File: src/rtl/itrx_aib_phy_pkg.sv
// Shared definitions for the AIB PHY transmit/receive blocks.
// Holds the TX mode encodings, the PRBS7 generator constants and a one-step
// PRBS7 helper so TX and RX checkers advance the sequence identically.
package itrx_aib_phy_pkg;

  localparam logic [1:0] TXM_NORM = 2'b00;
  localparam logic [1:0] TXM_PRBS = 2'b01;
  localparam logic [1:0] TXM_CLK  = 2'b10;
  localparam logic [1:0] TXM_ZERO = 2'b11;

  // x^7 + x^6 + 1: feedback is the XOR of the two oldest stages
  localparam logic [6:0] PRBS7_SEED = 7'h7F;
  localparam logic [6:0] PRBS7_TAPS = 7'b110_0000;

  typedef enum logic {
    ST_IDLE = 1'b0,
    ST_RUN  = 1'b1
  } txState_e;

  // Advance the LFSR by one bit; the newly generated bit lands in bit 0
  function automatic logic [6:0] prbs7Next(input logic [6:0] state);
    return {state[5:0], ^(state & PRBS7_TAPS)};
  endfunction

endpackage

File: src/rtl/itrx_aib_phy_redn_mux.sv
// Logical-to-physical lane steering around one failed lane.
// Ports:
//   ch_i        logical channel bits, one per channel
//   redn_en_i   steering enable
//   redn_idx_i  physical lane that is skipped (forced to 0)
//   lane_o      physical lane bits, NUM_CH+1 lanes (last one is the spare)
// An index beyond the spare lane behaves as if steering were disabled.
module itrx_aib_phy_redn_mux #(
  parameter int NUM_CH = 20,
  parameter int IDXW   = $clog2(NUM_CH + 1)
) (
  input  logic [NUM_CH-1:0] ch_i,
  input  logic              redn_en_i,
  input  logic [IDXW-1:0]   redn_idx_i,
  output logic [NUM_CH:0]   lane_o
);

  logic enEff;

  assign enEff = redn_en_i && (redn_idx_i <= IDXW'(NUM_CH));

  // Lanes below the failed index pass straight, the failed lane is blanked,
  // lanes above it take the channel one below.
  for (genvar q = 0; q <= NUM_CH; q++) begin : gLane
    if (q == 0) begin : gFirst
      assign lane_o[q] = (enEff && (redn_idx_i == '0)) ? 1'b0 : ch_i[0];
    end else if (q < NUM_CH) begin : gMid
      assign lane_o[q] = !enEff                        ? ch_i[q]   :
                         (redn_idx_i == IDXW'(q))      ? 1'b0      :
                         (redn_idx_i <  IDXW'(q))      ? ch_i[q-1] :
                                                         ch_i[q];
    end else begin : gSpare
      assign lane_o[q] = (enEff && (redn_idx_i < IDXW'(q))) ? ch_i[q-1] : 1'b0;
    end
  end

endmodule

File: src/rtl/itrx_aib_phy_tx_gearbox.sv
// Multi-channel AIB transmit gearbox (ilaunch_clk domain).
// Serialises 2*GEAR-bit words per channel at 2 bits/cycle (DDR) or
// 1 bit/cycle (SDR), with PRBS7, clock-pattern and force-zero test modes and
// spare-lane steering.
// Ports:
//   ilaunch_clk, tx_irstb      clock, async active-low reset
//   tx_mode                    00 normal, 01 PRBS7, 10 clock, 11 zero
//   iddr_enable                1 = DDR, 0 = SDR
//   tx_data/tx_valid/tx_ready  word handshake, channel c at [c*2*GEAR +: 2*GEAR]
//   redn_en, redn_idx          failed physical lane steering
//   idat0, idat1               registered launch bits per physical lane
//   tx_underrun                sticky: a word slot found the hold register empty
module itrx_aib_phy_tx_gearbox
  import itrx_aib_phy_pkg::*;
#(
  parameter int NUM_CH = 20,
  parameter int GEAR   = 4,
  parameter int IDXW   = $clog2(NUM_CH + 1)
) (
  input  logic                     ilaunch_clk,
  input  logic                     tx_irstb,
  input  logic [1:0]               tx_mode,
  input  logic                     iddr_enable,
  input  logic [NUM_CH*2*GEAR-1:0] tx_data,
  input  logic                     tx_valid,
  output logic                     tx_ready,
  input  logic                     redn_en,
  input  logic [IDXW-1:0]          redn_idx,
  output logic [NUM_CH:0]          idat0,
  output logic [NUM_CH:0]          idat1,
  output logic                     tx_underrun
);

  localparam int W  = 2 * GEAR;
  localparam int PW = $clog2(W);
  localparam logic [PW-1:0] LAST_DDR = PW'(GEAR - 1);
  localparam logic [PW-1:0] LAST_SDR = PW'(W - 1);

  txState_e                 state_q, state_d;
  logic [1:0]               mode_q, mode_d;
  logic [NUM_CH-1:0][W-1:0] hold_q, hold_d;
  logic [NUM_CH-1:0][W-1:0] shift_q, shift_d;
  logic                     holdFull_q, holdFull_d;
  logic [PW-1:0]            phase_q, phase_d;
  logic [6:0]               lfsr_q, lfsr_d;
  logic                     clkPh_q, clkPh_d;
  logic                     underrun_q, underrun_d;
  logic [NUM_CH:0]          idat0_q, idat0_d, idat1_q, idat1_d;

  logic                     modeChange, lastBeat, holdMove, accept;
  logic [NUM_CH-1:0]        chBit0, chBit1;
  logic [NUM_CH:0]          lane0, lane1;
  logic [6:0]               lfsrStep1, lfsrStep2;

  // Handshake: the hold register counts as free when it is empty or when it
  // is being emptied into the shift register on this very edge, so words
  // stream back to back. Any pending mode change blocks acceptance.
  always_comb begin
    modeChange = (mode_q != tx_mode);
    lastBeat   = (state_q == ST_RUN) &&
                 (phase_q == (iddr_enable ? LAST_DDR : LAST_SDR));
    holdMove   = holdFull_q && ((state_q == ST_IDLE) || lastBeat);
    tx_ready   = tx_irstb && !modeChange && (tx_mode == TXM_NORM) &&
                 (!holdFull_q || holdMove);
    accept     = tx_valid && tx_ready;
  end

  // Per-channel bits for the next launch, before steering. In SDR both
  // launch inputs carry the same bit.
  always_comb begin
    lfsrStep1 = prbs7Next(lfsr_q);
    lfsrStep2 = prbs7Next(lfsrStep1);
    chBit0    = '0;
    chBit1    = '0;
    for (int c = 0; c < NUM_CH; c++) begin
      case (mode_q)
        TXM_NORM: begin
          chBit0[c] = shift_q[c][0];
          chBit1[c] = iddr_enable ? shift_q[c][1] : shift_q[c][0];
        end
        TXM_PRBS: begin
          chBit0[c] = lfsrStep1[0];
          chBit1[c] = iddr_enable ? lfsrStep2[0] : lfsrStep1[0];
        end
        default: ;
      endcase
    end
  end

  itrx_aib_phy_redn_mux #(.NUM_CH(NUM_CH), .IDXW(IDXW)) u_redn0 (
    .ch_i       (chBit0),
    .redn_en_i  (redn_en),
    .redn_idx_i (redn_idx),
    .lane_o     (lane0)
  );

  itrx_aib_phy_redn_mux #(.NUM_CH(NUM_CH), .IDXW(IDXW)) u_redn1 (
    .ch_i       (chBit1),
    .redn_en_i  (redn_en),
    .redn_idx_i (redn_idx),
    .lane_o     (lane1)
  );

  // Next-state: a mode change wipes everything and launches zeros; otherwise
  // the word slot logic runs and the output register follows the current mode.
  always_comb begin
    state_d    = state_q;
    mode_d     = tx_mode;
    hold_d     = hold_q;
    holdFull_d = holdFull_q;
    shift_d    = shift_q;
    phase_d    = phase_q;
    lfsr_d     = lfsr_q;
    clkPh_d    = clkPh_q;
    underrun_d = underrun_q;
    idat0_d    = '0;
    idat1_d    = '0;
    if (modeChange) begin
      state_d    = ST_IDLE;
      hold_d     = '0;
      holdFull_d = 1'b0;
      shift_d    = '0;
      phase_d    = '0;
      lfsr_d     = PRBS7_SEED;
      clkPh_d    = 1'b0;
      underrun_d = 1'b0;
    end else begin
      if (holdMove) begin
        shift_d    = hold_q;
        phase_d    = '0;
        state_d    = ST_RUN;
        holdFull_d = 1'b0;
      end else if (lastBeat) begin
        // Slot boundary with nothing waiting: launch a zero word
        shift_d    = '0;
        phase_d    = '0;
        underrun_d = 1'b1;
      end else if (state_q == ST_RUN) begin
        for (int c = 0; c < NUM_CH; c++) begin
          shift_d[c] = iddr_enable ? (shift_q[c] >> 2) : (shift_q[c] >> 1);
        end
        phase_d = phase_q + 1'b1;
      end
      if (accept) begin
        hold_d     = tx_data;
        holdFull_d = 1'b1;
      end
      case (mode_q)
        TXM_NORM: begin
          idat0_d = lane0;
          idat1_d = lane1;
        end
        TXM_PRBS: begin
          idat0_d = lane0;
          idat1_d = lane1;
          lfsr_d  = iddr_enable ? lfsrStep2 : lfsrStep1;
        end
        TXM_CLK: begin
          // Clock pattern drives every physical lane, spare included
          if (iddr_enable) begin
            idat0_d = '1;
          end else begin
            idat0_d = {(NUM_CH + 1){~clkPh_q}};
            idat1_d = {(NUM_CH + 1){~clkPh_q}};
            clkPh_d = ~clkPh_q;
          end
        end
        default: ;
      endcase
    end
  end

  // State registers
  always_ff @(posedge ilaunch_clk or negedge tx_irstb) begin
    if (!tx_irstb) begin
      state_q    <= ST_IDLE;
      mode_q     <= TXM_NORM;
      hold_q     <= '0;
      holdFull_q <= 1'b0;
      shift_q    <= '0;
      phase_q    <= '0;
      lfsr_q     <= PRBS7_SEED;
      clkPh_q    <= 1'b0;
      underrun_q <= 1'b0;
      idat0_q    <= '0;
      idat1_q    <= '0;
    end else begin
      state_q    <= state_d;
      mode_q     <= mode_d;
      hold_q     <= hold_d;
      holdFull_q <= holdFull_d;
      shift_q    <= shift_d;
      phase_q    <= phase_d;
      lfsr_q     <= lfsr_d;
      clkPh_q    <= clkPh_d;
      underrun_q <= underrun_d;
      idat0_q    <= idat0_d;
      idat1_q    <= idat1_d;
    end
  end

  assign idat0       = idat0_q;
  assign idat1       = idat1_q;
  assign tx_underrun = underrun_q;

endmodule

File: config.mk
export PLATFORM = sky130hd
export DESIGN_NAME = itrx_aib_phy_tx_gearbox
export DESIGN_NICKNAME = d
export VERILOG_FILES = /design/src/rtl/itrx_aib_phy_pkg.sv /design/src/rtl/itrx_aib_phy_redn_mux.sv /design/src/rtl/itrx_aib_phy_tx_gearbox.sv
export SDC_FILE = /design/constraint.sdc
export NUM_CORES = 1
export LEC_CHECK = 0
export ABC_AREA = 1
export CORE_MARGIN = 3
export CORE_UTILIZATION = 61
export CTS_CLUSTER_SIZE = 16
export DETAILED_ROUTE_END_ITERATION = 6
export HOLD_SLACK_MARGIN = 0.06
export PLACE_DENSITY_LB_ADDON = 0.12
export SLEW_MARGIN = 20
export SYNTH_ARGS = -nofsm -noshare
export SYNTH_HDL_FRONTEND = slang
export SYNTH_SLANG_ARGS = --single-unit
File: constraint.sdc
create_clock -name ilaunch_clk -period 3.8 [get_ports ilaunch_clk]
set_input_delay 0.76 -clock ilaunch_clk [delete_from_list [all_inputs] [get_ports ilaunch_clk]]
set_output_delay 0.76 -clock ilaunch_clk [all_outputs]
set_load 0.005 [all_outputs]
==> flow_metrics.env <==
export IMPL_rows=64
export IMPL_wl_met2_um=24300
export IMPL_p_total_mw=9.35
export IMPL_worstHoldStart="shift_q[41]$_DFFE_PN0P_"
export IMPL_drv_slew=0
export IMPL_n_fill_cell=2390
export IMPL_hold_class="reg2reg"
export IMPL_power_density_nw_per_um2=408
export IMPL_met1_length_um=23300
export IMPL_via_per_inst=5.91
export IMPL_grt_overflow=0
export IMPL_via_count=18120
export IMPL_wl_per_cell_um=17.1
export IMPL_areaGrowthSynthToFinish_pct=18.3
export IMPL_place_ws_ns=0.577
export IMPL_drive_above_1_share_pct=7.64
export IMPL_grt_max_degree=184
export IMPL_die_area_um2=33900
export IMPL_synth_compound_area_share_pct=12.6
export IMPL_rr_startpoint="mode_q[1]$_DFF_PN0_"
export IMPL_io_pins=216
export IMPL_grt_pass1_wl_um=86300
export IMPL_worstSetupEndpointType="output pin"
export IMPL_multi_input_area_um2=8760
export IMPL_grt_pass1_vias=17146
export IMPL_cts_setup_buffers=0
export IMPL_clk_pin_slew_ns=0.06
export IMPL_cts_resized=0
export IMPL_drt_total_wl_um=52500
export IMPL_power_leakage_nw=11.3
export IMPL_dr_max_layer_used="met4"
export IMPL_cts_tree="done"
export IMPL_gp_congestion=0.890
export IMPL_ys_ff_latch=378
export IMPL_critical_path_arrival_ns=2.51
export IMPL_synth_area_um2=19400
export IMPL_setup_viol=0
export IMPL_layout_setup_ws_ns=0.533
export IMPL_post_route_period_util_pct=86.0
export IMPL_register_area_um2=9470
export IMPL_rsz0062_at_grt="no"
export IMPL_die_w_um=184
export IMPL_synthMuxAreaShare_pct=0
export IMPL_synthesis_nets=2733
export IMPL_yosysWarnings=0
export IMPL_internal_power_mw=6.90
export IMPL_cts_root_buf="clkbuf_16"
export IMPL_synth_simple_gate_area_share_pct=32.2
export IMPL_syn_inst=2560
export IMPL_finalHoldViolations=0
export IMPL_numCtsBuffers=41
export IMPL_antenna_found_initial=0
export IMPL_port_buffers=215
export IMPL_hpwlAfterDp_um=31700
export IMPL_fmax_mhz=306
export IMPL_status="finished, final reports clean"
export IMPL_cp_startpoint="phase_q[0]$_DFFE_PN0P_"
export IMPL_diodes=0
export IMPL_drcViolationCount=0
export IMPL_path_class="reg2out"
export IMPL_met3_length_um=3860
export IMPL_synth_edf_count=0
export IMPL_first_pass_iters=6
export IMPL_final_antenna_net_count=0
export IMPL_synth_fa_ha_area_share_pct=0.0646
export IMPL_clk_latency_ns=0.55
export IMPL_clockBufferDepth=3
export IMPL_synth_top_family_by_area="simple AND/OR/NAND/NOR gates"
export IMPL_finClkSkew_ns=0.0227
export IMPL_synth_cell_types=30
export IMPL_timing_slew_headroom_pct=32.1
export IMPL_p_sw_mw=2.45
export IMPL_seq_area_frac_synth_pct=48.9
export IMPL_maxCapViolations=0
export IMPL_sw_frac_of_total_pct=26.2
export IMPL_synthArstFlopShare_pct=100
export IMPL_cts_sinks=378
export IMPL_coreArea_um2=30900
export IMPL_power_frac_seq_pct=45.4
export IMPL_hold_buffers=1
export IMPL_grt_usage_pct=30.7
export IMPL_htree_levels=2
export IMPL_p_comb_share_pct=12.9
export IMPL_worstMarginPinSlew_ns=1.02
export IMPL_required_ns=3.04
export IMPL_critPathLaunchType="register"
export IMPL_avgSynthCellArea_um2=7.57
export IMPL_finalSetupTns_ns=0
export IMPL_initial_utilization_pct=62.7
export IMPL_p_clk_share_pct=41.7
export IMPL_drtIter0Drc=1880
export IMPL_yosys_area_share_xor_xnor_pct=0.0904
export IMPL_min_period_ns=3.27
export IMPL_synthFlopType="dfrtp_1"
export IMPL_crit_fanout=5
export IMPL_irDropWorstVdd_mv=0.329
export IMPL_die_h_um=184
export IMPL_finish_net_count=2816
==> per-layer routing <==
metal | track usage, % | vias to the layer above
li1 | - | 8598
met2 | 47.8 | 764
met5 | 0 | -
met4 | 8.13 | 0
met3 | 3.99 | 95
met1 | 45.9 | 8663
==> layout make-up <==
cell class / count / area share (%)
Tap cell: 396 / 2.16
Clock buffer: 62 / 5.35
Clock inverter: 7 / 0.399
Multi-Input combinational cell: 1888 / 38.2
Sequential cell: 378 / 41.3
Timing Repair Buffer: 247 / 11.1
Inverter: 87 / 1.47
==> worst max-delay path, cell delays in order, from the launching register on <==
cell and delay [ns]:
dfrtp_1 0.37, ha_1 0.17, inv_1 0.07, nor3_2 0.30
nor2_2 0.14, nand2_1 0.19, nand2_1 0.10, inv_2 0.11
clkdlybuf4s50_1 0.51
==> sequential cells by signal (all words and copies together), names as in the netlist, 2 cells and up <==
register	flops
mode_q	2
lfsr_q	7
shift_q	160
idat1	21
hold_q	160
phase_q	3
idat0	21
==> synthesized netlist by cell type (all sizes together) (2+ instances only) <==
cell / number / area share (%)
nand2: 944 / 18
nand3: 386 / 10
dfrtp: 371 / 48
o21ai: 222 / 5.7
clkbuf: 138 / 2.7
o211ai: 129 / 5.0
or2: 90 / 2.9
inv: 87 / 1.7
buf: 69 / 1.7
a21oi: 65 / 1.7
nor2: 34 / 0.75
dfstp: 7 / 0.95
nand4: 5 / 0.16
nor3: 3 / 0.10
o21a: 2 / 0.077
o22ai: 2 / 0.065
xor2: 2 / 0.090
==> power groups by stage <==
| stage | combinational, mW | clock (mW) | sequential (mW) |
|---|---|---|---|
| detailed placement | 1.19 | 0 | 4.31 |
| finish | 1.21 | 3.90 | 4.25 |
| CTS | 1.20 | 3.94 | 4.24 |
| global route | 1.33 | 4.10 | 4.26 |
| floorplan | 0.668 | 0 | 4.29 |
| global placement | 1.18 | 0 | 4.31 |
==> cells in the final DEF, fill, tap and decap left out, types with 2 or more instances in the layout <==
master and instances:
nand2_1 941, nand3_1 386, dfrtp_1 371, o21ai_0 219
clkdlybuf4s50_1 213, o211ai_1 129, or2_2 90, inv_1 81
a21oi_1 65, clkbuf_16 42, nor2_1 30, buf_4 20
buf_12 11, clkbuf_1 10, clkbuf_8 10, dfstp_2 7
nand4_1 5, inv_2 3, clkinv_2 3, inv_4 2
nor2_2 2, nor3_1 2, xor2_1 2, nor2_4 2
o21ai_1 2, o22ai_1 2, o21a_1 2, inv_6 2
nand2_4 2
==> path summary, 6_finish.rpt <==
check / slack [ns] / depth (start not counted) / endpoint
min in group asynchronous: 0.65 / 2 / shift_q[9]$_DFFE_PN0P_
worst max register to register: 1.07 / 8 / shift_q[50]$_DFFE_PN0P_
worst max-delay path: 0.53 / 8 / tx_ready
max in group asynchronous: 1.17 / 4 / hold_q[99]$_DFFE_PN0P_
worst min register to register: 0.48 / 2 / shift_q[41]$_DFFE_PN0P_
worst min-delay path: 0.48 / 2 / shift_q[41]$_DFFE_PN0P_
==> metrics by stage <==
stage	instances	hold slack [ns]	cell area, um^2	utilization [%]
after floorplan	2560	0.449	19400	-
final	3065	0.483	22900	74.1
after global routing	3065	0.506	22900	74.1
after global placement	2995	0.461	21600	69.8
after detailed placement	2995	0.466	21600	69.8
after CTS	3065	0.482	22900	74.1
==> logic make-up after synthesis <==
kind of cell             count (synthesis)
XOR/XNOR                                 2
flip-flops                             378
AO/OA/AOI/OAI                          422
AND/OR/NAND/NOR                       1463
adder cells (fa/ha/maj)                  1
buffers and inverters                  294
(Power assumes the default switching activity.)
